--- config.mk ---
export PLATFORM = sky130hd
export DESIGN_NAME = decode_stage
export DESIGN_NICKNAME = d
export VERILOG_FILES = /design/src/rtl/decode_pkg.sv /design/src/rtl/decode_lane.sv /design/src/rtl/decode_stage.sv
export SDC_FILE = /design/constraint.sdc
export NUM_CORES = 1
export LEC_CHECK = 0
export CELL_PAD_IN_SITES_DETAIL_PLACEMENT = 0
export CELL_PAD_IN_SITES_GLOBAL_PLACEMENT = 1
export CORE_MARGIN = 5
export CORE_UTILIZATION = 42
export DETAILED_ROUTE_END_ITERATION = 8
export DONT_BUFFER_PORTS = 1
export PLACE_DENSITY_LB_ADDON = 0.05
export SLEW_MARGIN = 20
export SYNTH_ARGS = -nofsm -noshare
export SYNTH_HDL_FRONTEND = slang
export SYNTH_SLANG_ARGS = --single-unit
--- constraint.sdc ---
create_clock -name clk -period 1.75 [get_ports clk]
set_input_delay 0.2625 -clock clk [delete_from_list [all_inputs] [get_ports clk]]
set_output_delay 0.2625 -clock clk [all_outputs]
set_load 0.005 [all_outputs]
--- src/rtl/decode_pkg.sv ---
// Shared opcode/funct constants and the per-lane decoded record for the
// RV32I decode stage.
package decode_pkg;

    localparam logic [6:0] OPC_LUI    = 7'b0110111;
    localparam logic [6:0] OPC_OP_IMM = 7'b0010011;
    localparam logic [6:0] OPC_LOAD   = 7'b0000011;
    localparam logic [6:0] OPC_STORE  = 7'b0100011;
    localparam logic [6:0] OPC_OP     = 7'b0110011;

    localparam logic [6:0] F7_BASE = 7'b0000000;
    localparam logic [6:0] F7_ALT  = 7'b0100000;

    localparam int IMM_W = 32;

    typedef struct packed {
        logic [6:0]       opcode;
        logic [2:0]       funct3;
        logic [6:0]       funct7;
        logic [4:0]       rs1;
        logic [4:0]       rs2;
        logic [4:0]       rd;
        logic [IMM_W-1:0] imm;
        logic             load_flag;
        logic             store_flag;
        logic             illegal;
        logic             uses_rs1;
        logic             uses_rs2;
        logic             writes_rd;
    } dec_lane_t;

endpackage

--- src/rtl/decode_lane.sv ---
// Combinational single-instruction RV32I decoder: register fields, immediate,
// class flags and legality for one lane.
module decode_lane
    import decode_pkg::*;
(
    input  logic [31:0] instr,
    output dec_lane_t   dec
);

    logic rd_class;

    always_comb begin
        dec        = '0;
        rd_class   = 1'b0;
        dec.opcode = instr[6:0];
        dec.funct3 = instr[14:12];
        dec.funct7 = instr[31:25];
        dec.rs1    = instr[19:15];
        dec.rs2    = instr[24:20];
        dec.rd     = instr[11:7];

        case (instr[6:0])
            OPC_LUI: begin
                rd_class = 1'b1;
                dec.imm  = {instr[31:12], 12'b0};
            end
            OPC_OP_IMM: begin
                rd_class     = 1'b1;
                dec.uses_rs1 = 1'b1;
                // funct3 x01 are the shifts: shamt immediate, funct7 constrained
                if (instr[13:12] == 2'b01) begin
                    dec.imm     = {27'b0, instr[24:20]};
                    dec.illegal = !((instr[31:25] == F7_BASE) ||
                                    (instr[31:25] == F7_ALT && instr[14]));
                end else begin
                    dec.imm = {{20{instr[31]}}, instr[31:20]};
                end
            end
            OPC_LOAD: begin
                rd_class      = 1'b1;
                dec.uses_rs1  = 1'b1;
                dec.load_flag = 1'b1;
                dec.imm       = {{20{instr[31]}}, instr[31:20]};
                dec.illegal   = (instr[14:12] == 3'b011) || (instr[14:13] == 2'b11);
            end
            OPC_STORE: begin
                dec.uses_rs1   = 1'b1;
                dec.uses_rs2   = 1'b1;
                dec.store_flag = 1'b1;
                dec.imm        = {{20{instr[31]}}, instr[31:25], instr[11:7]};
                dec.illegal    = instr[14] || (instr[13:12] == 2'b11);
            end
            OPC_OP: begin
                rd_class     = 1'b1;
                dec.uses_rs1 = 1'b1;
                dec.uses_rs2 = 1'b1;
                dec.illegal  = !((instr[31:25] == F7_BASE) ||
                                 (instr[31:25] == F7_ALT &&
                                  (instr[14:12] == 3'b000 || instr[14:12] == 3'b101)));
            end
            default: begin
                dec.illegal = 1'b1;
            end
        endcase

        dec.writes_rd = rd_class && (instr[11:7] != 5'd0) && !dec.illegal;
    end

endmodule

--- src/rtl/decode_stage.sv ---
// N-lane RV32I decode stage: per-lane combinational decode captured into a
// main/skid register pair so in_ready is a flop and throughput is one bundle/cycle.
module decode_stage
    import decode_pkg::*;
#(
    parameter int LANES = 2,
    parameter int XLEN  = 32
) (
    input  logic                  clk,
    input  logic                  reset,
    input  logic                  flush,
    input  logic                  in_valid,
    output logic                  in_ready,
    input  logic [LANES-1:0]      in_lane_mask,
    input  logic [LANES*32-1:0]   instr_in,
    output logic                  out_valid,
    input  logic                  out_ready,
    output logic [LANES-1:0]      lane_valid,
    output logic [LANES*7-1:0]    opcode,
    output logic [LANES*3-1:0]    funct3,
    output logic [LANES*7-1:0]    funct7,
    output logic [LANES*5-1:0]    rs1,
    output logic [LANES*5-1:0]    rs2,
    output logic [LANES*5-1:0]    rd,
    output logic [LANES*XLEN-1:0] imm,
    output logic [LANES-1:0]      load_flag,
    output logic [LANES-1:0]      store_flag,
    output logic [LANES-1:0]      illegal,
    output logic [LANES-1:0]      uses_rs1,
    output logic [LANES-1:0]      uses_rs2,
    output logic [LANES-1:0]      writes_rd
);

    dec_lane_t [LANES-1:0] dec_raw;
    dec_lane_t [LANES-1:0] dec_in;
    dec_lane_t [LANES-1:0] main_lanes;
    dec_lane_t [LANES-1:0] skid_lanes;
    logic      [LANES-1:0] main_mask;
    logic      [LANES-1:0] skid_mask;
    logic                  main_valid;
    logic                  skid_valid;
    logic                  accept;

    for (genvar i = 0; i < LANES; i++) begin : g_lane
        decode_lane u_decode_lane (
            .instr (instr_in[i*32 +: 32]),
            .dec   (dec_raw[i])
        );

        // masked-off lanes carry an all-zero record so downstream sees clean fields
        assign dec_in[i] = in_lane_mask[i] ? dec_raw[i] : '0;

        assign opcode[i*7 +: 7]       = main_lanes[i].opcode;
        assign funct3[i*3 +: 3]       = main_lanes[i].funct3;
        assign funct7[i*7 +: 7]       = main_lanes[i].funct7;
        assign rs1[i*5 +: 5]          = main_lanes[i].rs1;
        assign rs2[i*5 +: 5]          = main_lanes[i].rs2;
        assign rd[i*5 +: 5]           = main_lanes[i].rd;
        assign imm[i*XLEN +: XLEN]    = main_lanes[i].imm[XLEN-1:0];
        assign load_flag[i]           = main_lanes[i].load_flag;
        assign store_flag[i]          = main_lanes[i].store_flag;
        assign illegal[i]             = main_lanes[i].illegal;
        assign uses_rs1[i]            = main_lanes[i].uses_rs1;
        assign uses_rs2[i]            = main_lanes[i].uses_rs2;
        assign writes_rd[i]           = main_lanes[i].writes_rd;
    end

    assign in_ready   = !skid_valid;
    assign out_valid  = main_valid;
    assign lane_valid = main_mask;
    assign accept     = in_valid && in_ready && (|in_lane_mask);

    always_ff @(posedge clk) begin
        if (reset) begin
            main_valid <= 1'b0;
            skid_valid <= 1'b0;
            main_lanes <= '0;
            skid_lanes <= '0;
            main_mask  <= '0;
            skid_mask  <= '0;
        end else if (flush) begin
            main_valid <= 1'b0;
            skid_valid <= 1'b0;
        end else if (!main_valid || out_ready) begin
            // skid_valid forces in_ready low, so a skid drain never races an accept
            if (skid_valid) begin
                main_lanes <= skid_lanes;
                main_mask  <= skid_mask;
                main_valid <= 1'b1;
                skid_valid <= 1'b0;
            end else if (accept) begin
                main_lanes <= dec_in;
                main_mask  <= in_lane_mask;
                main_valid <= 1'b1;
            end else begin
                main_valid <= 1'b0;
            end
        end else if (accept) begin
            skid_lanes <= dec_in;
            skid_mask  <= in_lane_mask;
            skid_valid <= 1'b1;
        end
    end

endmodule

==> results.yml, run 1 <==
outcome:
  outcome: "complete, but fails checks"
  violations: "hold timing, setup timing"
power_and_ir_drop:
  power.switching_mw: 3.53
  power_density_nw_per_um2: 1000
  cellLeakagePower_nw: 5.41
  clkPwrFrac: 0.479
  seqPwrFrac: 0.453
  switching_share: 0.231
  comb_power_share: 0.069
  peakVddDrop_uv: 708
  p_int_mw: 11.8
hold_path:
  min_path_cells: 1
  hp-class: "in -> reg"
  min_from: "reset"
  hold_end: "opcode[3]"
route:
  drc_errors: 0
  drt-vias-per-instance: 5.76
  first_pass_iters: 5
  wl_per_cell_microns: 21.2
  vias: 11500
  drt_iter0_drc: 738
  ant_nets: 0
  drt-total-wl_microns: 42300
flow_run:
  cap_viol_max_count: 0
sta:
  hold-worst-slack_ns: -0.156
  skew_ns: 0.00907
  worstMarginPinSlew_ns: 0.678
  rsz0062_at_grt: "yes"
  min_period_ns: 1.81
  hold_viol_final: 120
  fmax_ghz: 0.552
  final.setup.tns_ns: -0.948
  drv_slew: 0
  max-slew-margin-rel: 0.537
  post-route-period-util: 1.04
  setup_slack_ns: -0.0627
  setup_viol: 31
yosys:
  synth_edf_count: 0
  ys_seq_area_frac: 0.464
  synthCells: 1586
  synth-seq-cells: 286
  async_reset_ff_frac: 0
  ys.warnings.count: 0
  yosysUniqueCellTypes: 61
  syn-cell-area_sq_um: 12300
  syn-mean-instance-area_sq_um: 7.78
  synth_ff_type: "dfxtp_1"
  synth_nets: 1657
setup_path:
  crit_required_ns: 2.13
  slowest_delay_ns: 0.56
  reg2reg_depth: 7
  crit_buf_inv: 3
  crit_family: "simple AND/OR/NAND/NOR gates"
  crit_path_end_kind: "flip-flop"
  critPathLaunchType: "flip-flop"
  r2r-end: "skid_lanes[50]"
  worstPathArrival_ns: 2.19
  path_class: "reg -> reg"
  r2r-start: "out_valid"
  cp_slowest_cell: "or4_4"
  crit_chain: "nand2b_4 > buf_6 > or4_4 > buf_12 > clkbuf_16 > a21oi_1 > nor2_1"
  r2r_slack_ns: -0.06
  critPathMaxFanout: 10
global_routing:
  grt_pass1_wl_microns: 62800
  antenna_found_initial: 0
  grt_max_degree: 281
  track_usage: 0.234
  grt_pass1_vias: 10600
  grt_overflow: 0
layout:
  antenna_cells: 0
  post_route_cells_drive_above_1_share: 0.169
  final_net_count: 1658
  area_delta_synth_final_pct: 23.6
floorplanning:
  start_util: 0.427
  rows: 62
  die_area_sq_um: 32900
  coreArea_sq_um: 28900
  fp.dieW_microns: 181
  die_y_microns: 181
  io_pins: 215
cts:
  cts.clk_slew.worst_paths_ns: 0.06
  clock_sinks: 286
  insertion_delay_ns: 0.51
  clock_path_buffers: 3
  cts_tree: "done"
  htree_levels: 2
  root_buffer: "clkbuf_16"
  cts-buffers-inserted: 34
place:
  gp_congestion: 0.833
  dp_hpwl_microns: 26800
  io_buffer_count: 0
==> worst max-delay path by stage <==
stage                            start              end  cells past startpoint
after floorplan           instr_in[37]          imm[49]                      9
after global placement     instr_in[3]     writes_rd[0]                      4
after detailed placement   instr_in[3]     writes_rd[0]                      4
after CTS                   skid_valid   skid_lanes[73]                      4
after global routing         out_valid  skid_lanes[101]                      7
final                        out_valid   skid_lanes[50]                      7
==> cells by family (layout without fill, tap and decap cells) <==
family / Yosys count / after routing / synth area share
buffers and inverters: 155 / 176 / 0.0512
AO/OA/AOI/OAI: 424 / 424 / 0.228
AND/OR/NAND/NOR: 707 / 709 / 0.246
flip-flops: 286 / 286 / 0.464
multiplexers: 12 / 12 / 0.00974
XOR/XNOR: 2 / 2 / 0.00142
==> layout make-up <==
class | instances | area (sq um)
clock inverter | 9 | 145
tap | 384 | 480
multi-input combinational | 1147 | 6490
fill | 2814 | 13600
sequential | 286 | 5730
inverter | 4 | 15.0
clock buffer | 49 | 1010
timing repair buffer | 114 | 1370
==> synth_stat cells, types with 2 or more instances <==
| cell | n | share of area |
|---|---|---|
| nor2_1 | 400 | 0.12 |
| dfxtp_1 | 286 | 0.46 |
| a21oi_1 | 143 | 0.058 |
| clkbuf_1 | 136 | 0.041 |
| nand2_1 | 133 | 0.040 |
| a211oi_1 | 119 | 0.072 |
| nor3_1 | 93 | 0.038 |
| o21ai_0 | 50 | 0.020 |
| a32oi_1 | 29 | 0.021 |
| nand3_1 | 23 | 0.0093 |
| a221oi_1 | 18 | 0.013 |
| a22oi_1 | 18 | 0.011 |
| mux2i_1 | 12 | 0.0097 |
| nor4_1 | 9 | 0.0046 |
| nand2b_1 | 8 | 0.0041 |
| nor2b_1 | 8 | 0.0041 |
| a21oi_2 | 7 | 0.0050 |
| or4_1 | 7 | 0.0043 |
| buf_1 | 5 | 0.0015 |
| nand3b_1 | 5 | 0.0030 |
| o211ai_1 | 5 | 0.0030 |
| a2111oi_0 | 4 | 0.0028 |
| a21o_1 | 4 | 0.0024 |
| buf_2 | 4 | 0.0016 |
| buf_6 | 4 | 0.0037 |
| o2111ai_1 | 4 | 0.0028 |
| and3_1 | 3 | 0.0015 |
| inv_1 | 3 | 0.00091 |
| o211a_1 | 3 | 0.0024 |
| a211o_1 | 2 | 0.0014 |
| a21oi_4 | 2 | 0.0026 |
| and2_1 | 2 | 0.0010 |
| and4bb_2 | 2 | 0.0020 |
| nand4_1 | 2 | 0.0010 |
| nand4bb_1 | 2 | 0.0018 |
| nor3_2 | 2 | 0.0016 |
| o21a_1 | 2 | 0.0012 |
| o22a_1 | 2 | 0.0014 |
| o22ai_1 | 2 | 0.0010 |
| o311ai_0 | 2 | 0.0014 |
==> registers in the layout (all words and copies together) (netlist names), 6 cells and up <==
name / count
funct3: 6
opcode: 14
imm: 64
skid_lanes: 140
rs2: 10
rs1: 10
rd: 10
funct7: 14
==> metrics by stage <==
stage	area, sq um	worst slack, ns	utilization	power, mW	cells
floorplan	12400	-0.107	-	7.78	1586
global placement	13100	-0.292	0.455	8.02	1904
detailed placement	13100	-0.256	0.455	8.04	1904
CTS	14400	-0.0418	0.499	15.4	1968
global route	15200	-0.0974	0.528	15.9	1993
finish	15200	-0.0627	0.528	15.3	1993
==> power by group through the flow <==
stage	registers (mW)	clock network [mW]	logic (mW)
final	6.92	7.32	1.05
after global placement	7.07	0	0.954
after CTS	6.93	7.51	0.997
after floorplan	6.99	0	0.795
after detailed placement	7.07	0	0.965
after global routing	6.95	7.76	1.17
==> routing by layer <==
| layer | vias up | GRT usage | share of wire |
|---|---|---|---|
| met1 | 5478 | 0.288 | 0.40 |
| li1 | 5598 | - | - |
| met5 | - | 0 | 0 |
| met4 | 0 | 0.0787 | 0.029 |
| met3 | 63 | 0.0748 | 0.083 |
| met2 | 336 | 0.390 | 0.49 |
==> placed cells by master (no fill, tap or decap), types with 6 or more instances in the layout <==
master         synthesis  layout
mux2i_1               12      12
clkbuf_16              0      45
a221oi_1              18      17
buf_4                  1      64
nand2b_1               8       6
clkbuf_1             136       8
nor3_1                93      92
nand2_1              133     133
nor4_1                 9       8
buf_12                 0      24
a22oi_1               18      11
a32oi_1               29      28
dfxtp_1              286     284
dlygate4sd3_1          0       8
a21oi_2                7      37
nor2b_1                8       7
buf_6                  4       7
a22oi_2                0       7
nor2_1               400     363
o21ai_1                1      20
nand3_1               23      23
or4_1                  7       6
nor2_2                 0      14
o21ai_0               50      31
nor2_4                 1      24
a21oi_1              143     111
a211oi_1             119     114
==> what timing repair did <==
action / in CTS / in global routing
hold endpoints to repair: 285 / 278
pin swaps: 0 / 36
gates resized for setup: 10 / 148
setup endpoints to repair: 83 / 149
hold buffers: 6 / 2
gates cloned: 0 / 13
buffers inserted: 0 / 10
(Power assumes the default switching activity.)
==> run 2, diff against run 1 <==
Settings changed: PLACE_DENSITY set to 0.8, PLACE_DENSITY_LB_ADDON 0.05 to not set.
==> run 2 against run 1 <==
Largest power group is now sequential cells; cell area is 2.1% lower; register-to-register slack gained 0.07 ns; total power down 2.8%; clock power is 6.3% lower; the run ends with hold timing left; clock-buffer cell count rose by 1; critical endpoint is now illegal[1]; global-route usage fell by 0.49 points; worst setup slack improved by 0.067 ns; core utilization fell by 1.1 points; via count is essentially flat; combinational power is essentially flat.
==> results.yml, run 2 (synthesized netlist as in run 1, its figures left out) <==
cts:
  clock_path_buffers: 3
  clock_sinks: 286
  insertion_delay_ns: 0.56
  cts-buffers-inserted: 31
  root_buffer: "clkbuf_16"
  htree_levels: 1
  cts_tree: "done"
  cts.clk_slew.worst_paths_ns: 0.06
setup_path:
  crit_required_ns: 2.26
  crit_path_end_kind: "flip-flop"
  reg2reg_depth: 10
  critPathMaxFanout: 8
  path_class: "reg -> reg"
  critPathLaunchType: "flip-flop"
  r2r-end: "illegal[1]"
  cp-endpoint: "illegal[1]"
  startpoint: "out_valid"
  worstPathArrival_ns: 2.26
  r2r_slack_ns: 0.004
  r2r-start: "out_valid"
layout:
  final_net_count: 1640
  antenna_cells: 0
  regMostFlops: "skid_lanes"
  layout_common_cells: "nor2_1 (369), dfxtp_1 (284), nand2_1 (132)"
  area_delta_synth_final_pct: 20.9
  design_area_sq_um: 14900
  final_common_cell: "nor2_1"
  fill_cells: 2805
  largest_reg_flops: 140
  post_route_cells_drive_above_1_share: 0.151
route:
  wl_per_cell_microns: 21.0
  drt-total-wl_microns: 41600
  first_pass_iters: 5
  ant_nets: 0
  drc_errors: 0
  drt_iter0_drc: 942
  drt-vias-per-instance: 5.81
  vias: 11500
sta:
  setup_slack_ns: 0.00431
  hold_viol_final: 276
  min_period_ns: 1.75
  fmax_ghz: 0.573
  max-slew-margin-rel: 0.277
  worstMarginPinSlew_ns: 1.08
  rsz0062_at_grt: "yes"
  setup_viol: 0
  drv_slew: 0
  skew_ns: 0.0120
  post-route-period-util: 0.998
  hold-worst-slack_ns: -0.192
place:
  io_buffer_count: 0
  placed_cell_area_sq_um: 13000
  gp_congestion: 0.854
  dp_hpwl_microns: 26400
  place_ws_ns: -0.186
global_routing:
  track_usage: 0.230
  antenna_found_initial: 0
  grt_overflow: 0
  grt_max_degree: 281
  grt_pass1_vias: 10400
  grt_pass1_wl_microns: 61400
floorplanning:
  io_pins: 215
  start_util: 0.427
  rows: 62
  die_area_sq_um: 32900
  die_y_microns: 181
  coreArea_sq_um: 28900
  fp.dieW_microns: 181
flow_run:
  cap_viol_max_count: 0
hold_path:
  hp-class: "in -> reg"
outcome:
  outcome: "complete, but fails checks"
  violations: "hold timing"
power_and_ir_drop:
  peakVddDrop_uv: 828
  power_density_nw_per_um2: 997
  cellLeakagePower_nw: 5.29
==> run 2: layout make-up <==
type | instances | area, sq um | area share
clock buffers | 50 | 977 | 0.0655
flip-flops and latches | 286 | 5730 | 0.384
inverters | 4 | 15.0 | 0.00101
well taps | 384 | 480 | 0.0322
repair buffers | 100 | 1240 | 0.0834
multi-input cells | 1146 | 6360 | 0.427
clock inverters | 5 | 100 | 0.00671
==> run 2: routing by layer <==
layer / up-vias / GRT usage / share of wire
li1: 5568 / - / -
met1: 5440 / 0.284 / 0.40
met2: 395 / 0.382 / 0.48
met3: 63 / 0.0794 / 0.095
met4: 0 / 0.0627 / 0.027
met5: - / 0 / 0
==> run 2: worst min-delay path by stage <==
stage	startpoint	end	cells after the start
after floorplan	skid_lanes[70]	skid_lanes[70]	2
after global placement	flush	skid_valid	1
after detailed placement	flush	skid_valid	1
after CTS	reset	funct3[1]	1
after global routing	reset	funct3[1]	1
final	reset	rs2[0]	1
==> run 2: critical path: stages, from the launching register on <==
cell	delay (ns)
dfxtp_4	0.35
nor2b_4	0.13
buf_6	0.12
a211oi_4	0.20
buf_6	0.17
buf_4	0.13
clkbuf_16	0.16
buf_4	0.12
nand3_1	0.07
o211ai_1	0.09
o211a_1	0.15
==> run 2: report_power, final <==
| group | switching [mW] | leakage, nW | internal [mW] | total, mW |
|---|---|---|---|---|
| registers | 0.207 | 2.33 | 6.73 | 6.93 |
| logic | 0.619 | 2.43 | 0.451 | 1.07 |
| clock network | 2.65 | 0.533 | 4.21 | 6.86 |
==> run 2: repair_timing <==
item	4_1_cts	5_1_grt
resized for setup	6	97
setup endpoints to repair	39	109
setup buffers	1	5
pin swaps	3	39
hold buffers	7	2
hold endpoints to repair	285	277
gates cloned	2	12
==> run 2: per-stage QoR <==
step	setup TNS, ns	util	total power [mW]	std cells
floorplan	-1.35	-	7.78	1586
global placement	-0.888	0.451	8.01	1892
detailed placement	-1.14	0.451	8.03	1892
CTS	-0.143	0.494	14.9	1957
global route	-0.700	0.517	15.4	1975
finish	0	0.517	14.9	1975
